--- src/rtl/iir_biquad_mac_if.sv ---
// Purpose : tap/result bundle between the tap-delay stage, the biquad MAC and its consumer.
// Latency : none (wires only).
// Backpr. : none; in_valid is a strobe, an overrun shows up on drop.
//
// Signals : in_valid, x0, x1, x2  - decimated taps and their strobe (source -> MAC)
//           y_out, out_valid      - filtered sample and its one-cycle strobe (MAC -> sink)
//           busy, drop            - MAC status (computation running / sticky overrun)
// Modports: master = tap source / result observer, slave = the MAC itself.
interface iir_biquad_mac_if #(
    parameter int DATA_W = 11
);
    logic                     in_valid;
    logic signed [DATA_W-1:0] x0;
    logic signed [DATA_W-1:0] x1;
    logic signed [DATA_W-1:0] x2;
    logic signed [DATA_W-1:0] y_out;
    logic                     out_valid;
    logic                     busy;
    logic                     drop;

    modport master (
        output in_valid, x0, x1, x2,
        input  y_out, out_valid, busy, drop
    );

    modport slave (
        input  in_valid, x0, x1, x2,
        output y_out, out_valid, busy, drop
    );
endinterface

--- src/rtl/iir_biquad_mac.sv ---
// Purpose : direct-form-I biquad y = b0*x0 + b1*x1 + b2*x2 - a1*y1 - a2*y2 on one shared multiplier.
// Latency : in_valid at edge T -> out_valid after edge T+6 (T+4 in FIR-only build); one sample per 7 (5) cycles.
// Backpr. : none; in_valid while a sample is in flight is discarded and latched into sticky drop.
//
// Ports   : clk, reset (async, active-high), enb (global clock enable, all state holds when low)
//           b0, b1, b2, a1, a2 : static signed coefficients, COEF_FRAC fraction bits
//           bus (slave)        : taps in, y_out/out_valid/busy/drop out
// Build   : define IIR_FEEDBACK_EN for the full biquad (feedback terms and y1/y2 state);
//           without it the block is a 3-tap FIR and a1/a2 are ignored.
module iir_biquad_mac #(
    parameter int DATA_W    = 11,
    parameter int COEF_W    = 12,
    parameter int COEF_FRAC = 10,
    parameter int ACC_W     = 27
) (
    input  logic                     clk,
    input  logic                     reset,
    input  logic                     enb,
    input  logic signed [COEF_W-1:0] b0,
    input  logic signed [COEF_W-1:0] b1,
    input  logic signed [COEF_W-1:0] b2,
    input  logic signed [COEF_W-1:0] a1,
    input  logic signed [COEF_W-1:0] a2,
    iir_biquad_mac_if.slave          bus
);

    localparam int PROD_W = DATA_W + COEF_W;

`ifdef IIR_FEEDBACK_EN
    localparam logic [2:0] LAST_IDX = 3'd4;
`else
    localparam logic [2:0] LAST_IDX = 3'd2;
`endif

    localparam logic signed [ACC_W-1:0] HALF    = ACC_W'(2 ** (COEF_FRAC - 1));
    localparam logic signed [ACC_W-1:0] SAT_MAX = ACC_W'((2 ** (DATA_W - 1)) - 1);
    localparam logic signed [ACC_W-1:0] SAT_MIN = ACC_W'(-(2 ** (DATA_W - 1)));

    typedef enum logic [1:0] {
        IDLE = 2'd0,
        MAC  = 2'd1,
        OUT  = 2'd2
    } state_t;

    state_t                   state;
    logic [2:0]               idx;
    logic signed [ACC_W-1:0]  acc;
    logic signed [DATA_W-1:0] x0_q;
    logic signed [DATA_W-1:0] x1_q;
    logic signed [DATA_W-1:0] x2_q;
    logic signed [DATA_W-1:0] y_out_q;
    logic                     out_valid_q;
    logic                     busy_q;
    logic                     drop_q;

`ifdef IIR_FEEDBACK_EN
    // Output history. These only change in OUT, so they are stable for the
    // whole MAC phase and act as the snapshot taken when the taps are latched.
    logic signed [DATA_W-1:0] y1_q;
    logic signed [DATA_W-1:0] y2_q;
`else
    logic unused_coef;
    assign unused_coef = ^{a1, a2};
`endif

    // ------------------------------------------------------------------
    // Operand select for the shared multiplier
    // ------------------------------------------------------------------
    logic signed [DATA_W-1:0] op_dat;
    logic signed [COEF_W-1:0] op_coef;
    logic                     op_neg;

    always_comb begin
        op_dat  = x0_q;
        op_coef = b0;
        op_neg  = 1'b0;
        case (idx)
            3'd0: begin
                op_dat  = x0_q;
                op_coef = b0;
            end
            3'd1: begin
                op_dat  = x1_q;
                op_coef = b1;
            end
            3'd2: begin
                op_dat  = x2_q;
                op_coef = b2;
            end
`ifdef IIR_FEEDBACK_EN
            3'd3: begin
                op_dat  = y1_q;
                op_coef = a1;
                op_neg  = 1'b1;
            end
            3'd4: begin
                op_dat  = y2_q;
                op_coef = a2;
                op_neg  = 1'b1;
            end
`endif
            default: begin
                op_dat  = x0_q;
                op_coef = b0;
                op_neg  = 1'b0;
            end
        endcase
    end

    // Full-precision product, sign-extended into the accumulator; the
    // feedback terms are subtracted rather than negating the coefficient so
    // a coefficient of -2048 cannot overflow.
    logic signed [PROD_W-1:0] prod;
    logic signed [ACC_W-1:0]  prod_ext;
    logic signed [ACC_W-1:0]  acc_next;

    assign prod     = PROD_W'(op_dat) * PROD_W'(op_coef);
    assign prod_ext = ACC_W'(prod);
    assign acc_next = op_neg ? (acc - prod_ext) : (acc + prod_ext);

    // ------------------------------------------------------------------
    // Round half toward +inf, then saturate to the DATA_W range
    // ------------------------------------------------------------------
    logic signed [ACC_W-1:0]  acc_rnd;
    logic signed [ACC_W-1:0]  r_full;
    logic signed [DATA_W-1:0] y_sat;

    assign acc_rnd = acc + HALF;
    assign r_full  = acc_rnd >>> COEF_FRAC;

    always_comb begin
        y_sat = r_full[DATA_W-1:0];
        if (r_full > SAT_MAX) begin
            y_sat = SAT_MAX[DATA_W-1:0];
        end else if (r_full < SAT_MIN) begin
            y_sat = SAT_MIN[DATA_W-1:0];
        end
    end

    // ------------------------------------------------------------------
    // Control FSM with registered outputs
    // ------------------------------------------------------------------
    always_ff @(posedge clk or posedge reset) begin
        if (reset) begin
            state       <= IDLE;
            idx         <= 3'd0;
            acc         <= '0;
            x0_q        <= '0;
            x1_q        <= '0;
            x2_q        <= '0;
            y_out_q     <= '0;
            out_valid_q <= 1'b0;
            busy_q      <= 1'b0;
            drop_q      <= 1'b0;
`ifdef IIR_FEEDBACK_EN
            y1_q        <= '0;
            y2_q        <= '0;
`endif
        end else if (enb) begin
            out_valid_q <= 1'b0;
            case (state)
                IDLE: begin
                    if (bus.in_valid) begin
                        x0_q   <= bus.x0;
                        x1_q   <= bus.x1;
                        x2_q   <= bus.x2;
                        acc    <= '0;
                        idx    <= 3'd0;
                        busy_q <= 1'b1;
                        state  <= MAC;
                    end
                end
                MAC: begin
                    acc <= acc_next;
                    if (idx == LAST_IDX) begin
                        state <= OUT;
                    end else begin
                        idx <= idx + 3'd1;
                    end
                end
                OUT: begin
                    y_out_q     <= y_sat;
                    out_valid_q <= 1'b1;
                    busy_q      <= 1'b0;
                    idx         <= 3'd0;
                    state       <= IDLE;
`ifdef IIR_FEEDBACK_EN
                    y2_q        <= y1_q;
                    y1_q        <= y_sat;
`endif
                end
                default: begin
                    busy_q <= 1'b0;
                    idx    <= 3'd0;
                    state  <= IDLE;
                end
            endcase
            // A strobe in MAC or OUT is lost; remember that until reset.
            if (bus.in_valid && (state != IDLE)) begin
                drop_q <= 1'b1;
            end
        end
    end

    assign bus.y_out     = y_out_q;
    assign bus.out_valid = out_valid_q;
    assign bus.busy      = busy_q;
    assign bus.drop      = drop_q;

endmodule

--- src/flat_wrapper.sv ---
// flat-port wrapper written by rule: the top's interface ports become plain ports
module iir_biquad_mac_flat 
#(
    parameter int DATA_W    = 11,
    parameter int COEF_W    = 12,
    parameter int COEF_FRAC = 10,
    parameter int ACC_W     = 27
)
  (clk, reset, enb, b0, b1, b2, a1, a2, bus_in_valid, bus_x0, bus_x1, bus_x2, bus_y_out, bus_out_valid, bus_busy, bus_drop);
  iir_biquad_mac_if #(.DATA_W(DATA_W)) bus_i ();
  input  logic clk;
  input  logic reset;
  input  logic enb;
  input  logic signed [COEF_W-1:0] b0;
  input  logic signed [COEF_W-1:0] b1;
  input  logic signed [COEF_W-1:0] b2;
  input  logic signed [COEF_W-1:0] a1;
  input  logic signed [COEF_W-1:0] a2;
  input wire logic [$bits(bus_i.in_valid)-1:0] bus_in_valid;
  input wire logic [$bits(bus_i.x0)-1:0] bus_x0;
  input wire logic [$bits(bus_i.x1)-1:0] bus_x1;
  input wire logic [$bits(bus_i.x2)-1:0] bus_x2;
  output wire logic [$bits(bus_i.y_out)-1:0] bus_y_out;
  output wire logic [$bits(bus_i.out_valid)-1:0] bus_out_valid;
  output wire logic [$bits(bus_i.busy)-1:0] bus_busy;
  output wire logic [$bits(bus_i.drop)-1:0] bus_drop;
  assign bus_i.in_valid = bus_in_valid;
  assign bus_i.x0 = bus_x0;
  assign bus_i.x1 = bus_x1;
  assign bus_i.x2 = bus_x2;
  assign bus_y_out = bus_i.y_out;
  assign bus_out_valid = bus_i.out_valid;
  assign bus_busy = bus_i.busy;
  assign bus_drop = bus_i.drop;
  iir_biquad_mac #(.DATA_W(DATA_W), .COEF_W(COEF_W), .COEF_FRAC(COEF_FRAC), .ACC_W(ACC_W)) u_core (.clk(clk), .reset(reset), .enb(enb), .b0(b0), .b1(b1), .b2(b2), .a1(a1), .a2(a2), .bus(bus_i));
endmodule
--- config.mk ---
export PLATFORM = sky130hd
export DESIGN_NAME = iir_biquad_mac_flat
export DESIGN_NICKNAME = d
export VERILOG_FILES = /design/src/rtl/iir_biquad_mac_if.sv /design/src/rtl/iir_biquad_mac.sv /design/src/flat_wrapper.sv
export SDC_FILE = /design/constraint.sdc
export NUM_CORES = 1
export LEC_CHECK = 0
export ABC_CLOCK_PERIOD_IN_PS = 9600
export CAP_MARGIN = 20
export CORE_ASPECT_RATIO = 0.6
export CORE_MARGIN = 2
export CORE_UTILIZATION = 30
export CTS_CLUSTER_DIAMETER = 100
export DETAILED_ROUTE_END_ITERATION = 8
export PLACE_DENSITY = 0.55
export SLEW_MARGIN = 10
export SYNTH_ARGS = -nofsm -noshare
export SYNTH_HDL_FRONTEND = slang
export SYNTH_SLANG_ARGS = --single-unit
export TNS_END_PERCENT = 20
--- constraint.sdc ---
create_clock -name clk -period 9.6 [get_ports clk]
set_clock_uncertainty 0.1 [all_clocks]
set_input_delay 1.44 -clock clk [delete_from_list [all_inputs] [get_ports clk]]
set_output_delay 1.44 -clock clk [all_outputs]
set_load 0.01 [all_outputs]
Word-level counts from Yosys, hierarchy flattened
Index checks and enable logic that the tools add are counted.

Add/sub/neg operators: 3. Multipliers: 1. $lt $le $gt $ge: 2. Eq/ne operators: 7. Mux-type cells: 15. Bitwise operators: 1. Reductions and logical operators: 11.

Operators with widths (count): $pmux 27 s2 (1); $add 27x11->27 const B (1); $add 27x23->27 (1); $mux 27 (1); $pmux 12 s2 (1); $mul 11x12->23 (1); $mux 11 (2); $pmux 11 s2 (1); $gt 17x11->1 const B (1); $lt 17x11->1 const B (1); $reduce_and 3->1 (5); $mux 3 (2); $pmux 3 s2 (1); $mux 2 (2); $ne 2x2->1 const B (2); $pmux 2 s2 (1); $reduce_and 2->1 (2); $reduce_bool 2->1 (2); $add 3x1->3 const B (1); $eq 3x1->1 const B (1); $eq 3x2->1 const B (1); $eq 2x1->1 const B (1); $eq 2x2->1 const B (1); $logic_not 2->1 (1); other kinds (5) (6).

Flip-flop bits (word level): 79. Input bits: 97. Output and inout bits: 14. Word-level logic and storage cells: 50.

Depth between registers and ports, before layout
Word-level depth: 5. Depth in mapped cells: 30. Mapped depth without buffers: 26.

Worst setup path before layout
No wires, ideal clock.

Path type: in2reg. From: in b0[11]. To: reg u_core.acc[19]. Arrival time: 7147 ps. Slack: 2220 ps. Stages on the path: 19. Buffers on the path: 0. Cell sequence: and2_1 > a221oi_1 > nor2_1 > inv_1 > fa_1 > inv_1 > ha_1 > fa_1 > fa_1 > inv_1 > fa_1 > inv_1 > ha_1 > a211o_1 > a2111oi_4 > o31ai_1 > a311oi_1 > xor2_1 > o21ai_0.

Longest elaborated chain between the ends: 4.

RTL lines: from (decl) (RTL line flat_wrapper.sv:14) `input logic signed [COEF_W-1:0] b0;`; $pmux 12 s2 (RTL line iir_biquad_mac.sv:77) `case (idx)`; $mul 11x12->23 (RTL line iir_biquad_mac.sv:117) `assign prod = PROD_W'(op_dat) * PROD_W'(op_coef);`; $add 27x23->27 (RTL line iir_biquad_mac.sv:119) `assign acc_next = op_neg ? (acc - prod_ext) : (acc + prod_ext);`; $pmux 27 s2 (RTL line iir_biquad_mac.sv:161) `case (state)`; to (signal assigned) (RTL line iir_biquad_mac.sv:174) `acc <= acc_next;`; to (decl) (RTL line iir_biquad_mac.sv:47) `logic signed [ACC_W-1:0] acc;`.

Every way passes these cells. A chain may end at the register's enable or synchronous reset.

Worst setup path after layout
From: in b0[8]. To: reg u_core.acc[26].

The elaborated chain is that of the path after synthesis.

==> metrics <==
status finished clean; WS Path Type input port to register; area leader, netlist fa_1; first-pass GRT wire length 45800 um; R2R Path End u_core.acc[26]; antenna violations before repair 0; Clk Latency, worst-skew pair 0.38 ns; DP Worst Slack 1.29 ns; global-route usage over all layers 16.5%; row count 52; Post-Syn Instances 1124; drt drc 0; Max-Cap Viols 0; ys async rst share 100%; Post-Syn Area 0.0104 mm2; worst reg-to-reg setup slack 1.56 ns; Crit. path cell count 19; post-synth net total 1461; largest net degree at the start of global routing 80; CTS tree yes; gr busiest metal met2; synthesis-stage register bit count 79; crit-path max cell delay 0.97 ns; vias per std cell 4.68; critical path's slowest cell a221oi_1; Hold Path Stages 1; syn avg cell area 9.28 um2; synth warn 0; Max Root-Sink Buffers 2; Resize count post-CTS 0; min Tclk post-route 8.06 ns; Hold Path Class register to register; met2 Usage GRT 24.2%; CP Data Required Time 9.74 ns; most frequent CP cell fa_1; CP max FO 8; 1st-iter DRT viols 456; fmax 124 MHz; Worst setup SP type input port; met1 usage 23.5%; Placer Congestion 0.896; via count 7784; Root Driver clkbuf_16; vias in the first global route 8302; IO Port Bufs 86; htree depth 3; post-route setup TNS 0 ns; Wirelength per Cell 16.2 um; CTS Buf Count 9; Final ANT Viol Nets 0; final clock period utilization by the worst path 84.0%; Post CTS Setup Buffer Count 0; worst setup margin 1.54 ns; I/O Pins 111; RSZ-0062 raised after global routing no; core area 0.0340 mm2; met3 Resource Use GR 5.16%; worst path cell trace clkdlybuf4s50_1 -> and2_1 -> a221oi_1 -> nor2_1 -> fa_1 -> fa_1 -> fa_1 -> fa_1 -> inv_1 -> fa_1 -> inv_1 -> ha_1 -> nand4_1 -> nor3_1 -> nand3_1 -> o21ai_0 -> o22ai_1 -> xnor2_1 -> o21ai_0; Detail Placement HPWL 22400 um; hold path endpoint u_core.bus.drop; Slew Viols, Final 0; drt total wl 26900 um; Initial Util 30.7%; Area growth, synth to finish 16.9%; Hold Buf Count CTS 0; clk slew on worst S/H paths 0.08 ns; Die ar. 0.0363 mm2; share of the synthesized area in the top cell type 32.1%; Worst slew margin 13.5%; crit path buf inv count 3; Pre-antenna DRT Iters 5; nets@finish 1535; antenna cells 0; Slew @ Worst Pin 1.30 ns; CP endpoint kind register; most common cell after layout, fill and taps aside inv_1; most frequent cells in the layout inv_1 (247), fa_1 (167), nand2_1 (134); CTS Sinks 79; total gr overflow 0; width of the chip 245 um; synth top area cells fa_1 (32%), dfrtp_1 (19%), inv_1 (8.9%), ha_1 (8.8%), nand2_1 (4.8%); Worst path top cell family by delay adder cells; Distinct cells, synth 57; Worst R2R Start u_core.idx[1]; register area share after synthesis 19.0%; Setup-failing EPs final 0; hold_sp u_core.bus.drop; share of cells above drive strength 1 6.90%; Fin. Hold Viols 0; number of synthesized flops with an enable pin 0; worst reg-to-reg path cell count 24; ys flop type dfrtp_1; height of the die 148 um; Worst EP arrival 8.20 ns
-- through the flow --
stage / std cells / area, um2 / utilization [%] / hold WS (ns)
detailed placement: 1644 / 11800 / 34.9 / 0.352
finish: 1662 / 12200 / 35.9 / 0.381
global route: 1662 / 12200 / 35.9 / 0.420
CTS: 1660 / 12200 / 35.8 / 0.385
floorplan: 1124 / 10400 / - / 0.350
global placement: 1644 / 11800 / 34.9 / 0.365
-- cells by family (layout without fill, tap and decap cells) --
group,count (synthesis),count (layout),synth area share (%)
flip-flops,79,79,19.0
buffers and inverters,287,366,10.4
AND/OR/NAND/NOR,286,286,12.4
XOR/XNOR,40,40,3.36
AO/OA/AOI/OAI,157,157,10.3
multiplexers,35,35,3.75
adder cells (fa/ha/maj),240,240,40.8
-- registers in the layout, summed over array words and instances (netlist names) --
| register | cells |
|---|---|
| u_core.bus.y_out | 11 |
| u_core.x2_q | 11 |
| u_core.state | 2 |
| u_core.x0_q | 11 |
| u_core.bus.busy | 1 |
| u_core.bus.out_valid | 1 |
| u_core.bus.drop | 1 |
| u_core.idx | 3 |
| u_core.acc | 27 |
| u_core.x1_q | 11 |
-- worst max-delay path by stage --
stage	startpoint	endpoint	slack, ns
global placement	b0[11]	u_core.acc[26]	1.42
detailed placement	b0[11]	u_core.acc[26]	1.29
CTS	u_core.idx[1]	u_core.acc[26]	1.65
floorplan	b0[11]	u_core.acc[19]	2.22
finish	b0[8]	u_core.acc[26]	1.54
global route	u_core.idx[1]	u_core.acc[26]	0.99
-- cell usage after synthesis, types with 4 or more instances --
cell      instances
a21o_1            6
a21oi_1          39
a221o_1          11
a221oi_1         11
a22o_1            8
a22oi_1          10
a31oi_1           5
and2_1           18
buf_2             5
clkbuf_1         30
dfrtp_1          79
fa_1            167
ha_1             73
inv_1           248
mux2_2           33
nand2_1         134
nand2b_1          5
nand3_1          16
nand4_1           7
nor2_1           68
nor2b_1          10
nor3_1           10
o21a_1            4
o21ai_0          38
o31ai_1           4
xnor2_1          21
xor2_1           19
-- worst register-to-register path, stage by stage (launching register included) --
cell	delay, ns
dfrtp_1	0.42
inv_1	0.07
ha_1	0.13
nor2b_2	0.12
buf_4	0.35
nor2_1	0.07
buf_4	0.22
and2_1	0.20
a221oi_1	0.97
nor2_1	0.16
fa_1	0.54
fa_1	0.51
fa_1	0.52
fa_1	0.54
inv_1	0.05
fa_1	0.53
inv_1	0.04
ha_1	0.43
nand4_1	0.22
nor3_1	0.46
nand3_1	0.13
o21ai_0	0.66
o22ai_1	0.17
xnor2_1	0.19
o21ai_0	0.08
-- per-layer routing --
layer	share of wire, %	vias up
met2	42	169
met4	1.4	0
met3	7.4	21
met5	0	-
met1	49	3905
li1	-	3689
-- layout make-up --
| cell class | instances | area [um2] |
|---|---|---|
| clock buffer | 9 | 225 |
| multi-input combinational | 758 | 7400 |
| fill | 3536 | 21800 |
| sequential | 79 | 1980 |
| inverter | 248 | 932 |
| tap | 459 | 574 |
| timing repair buffer | 102 | 993 |
| clock inverter | 7 | 91.3 |
Power is not shown: default switching activity piles up to over one toggle a cycle in this logic, so the estimate is an artifact.
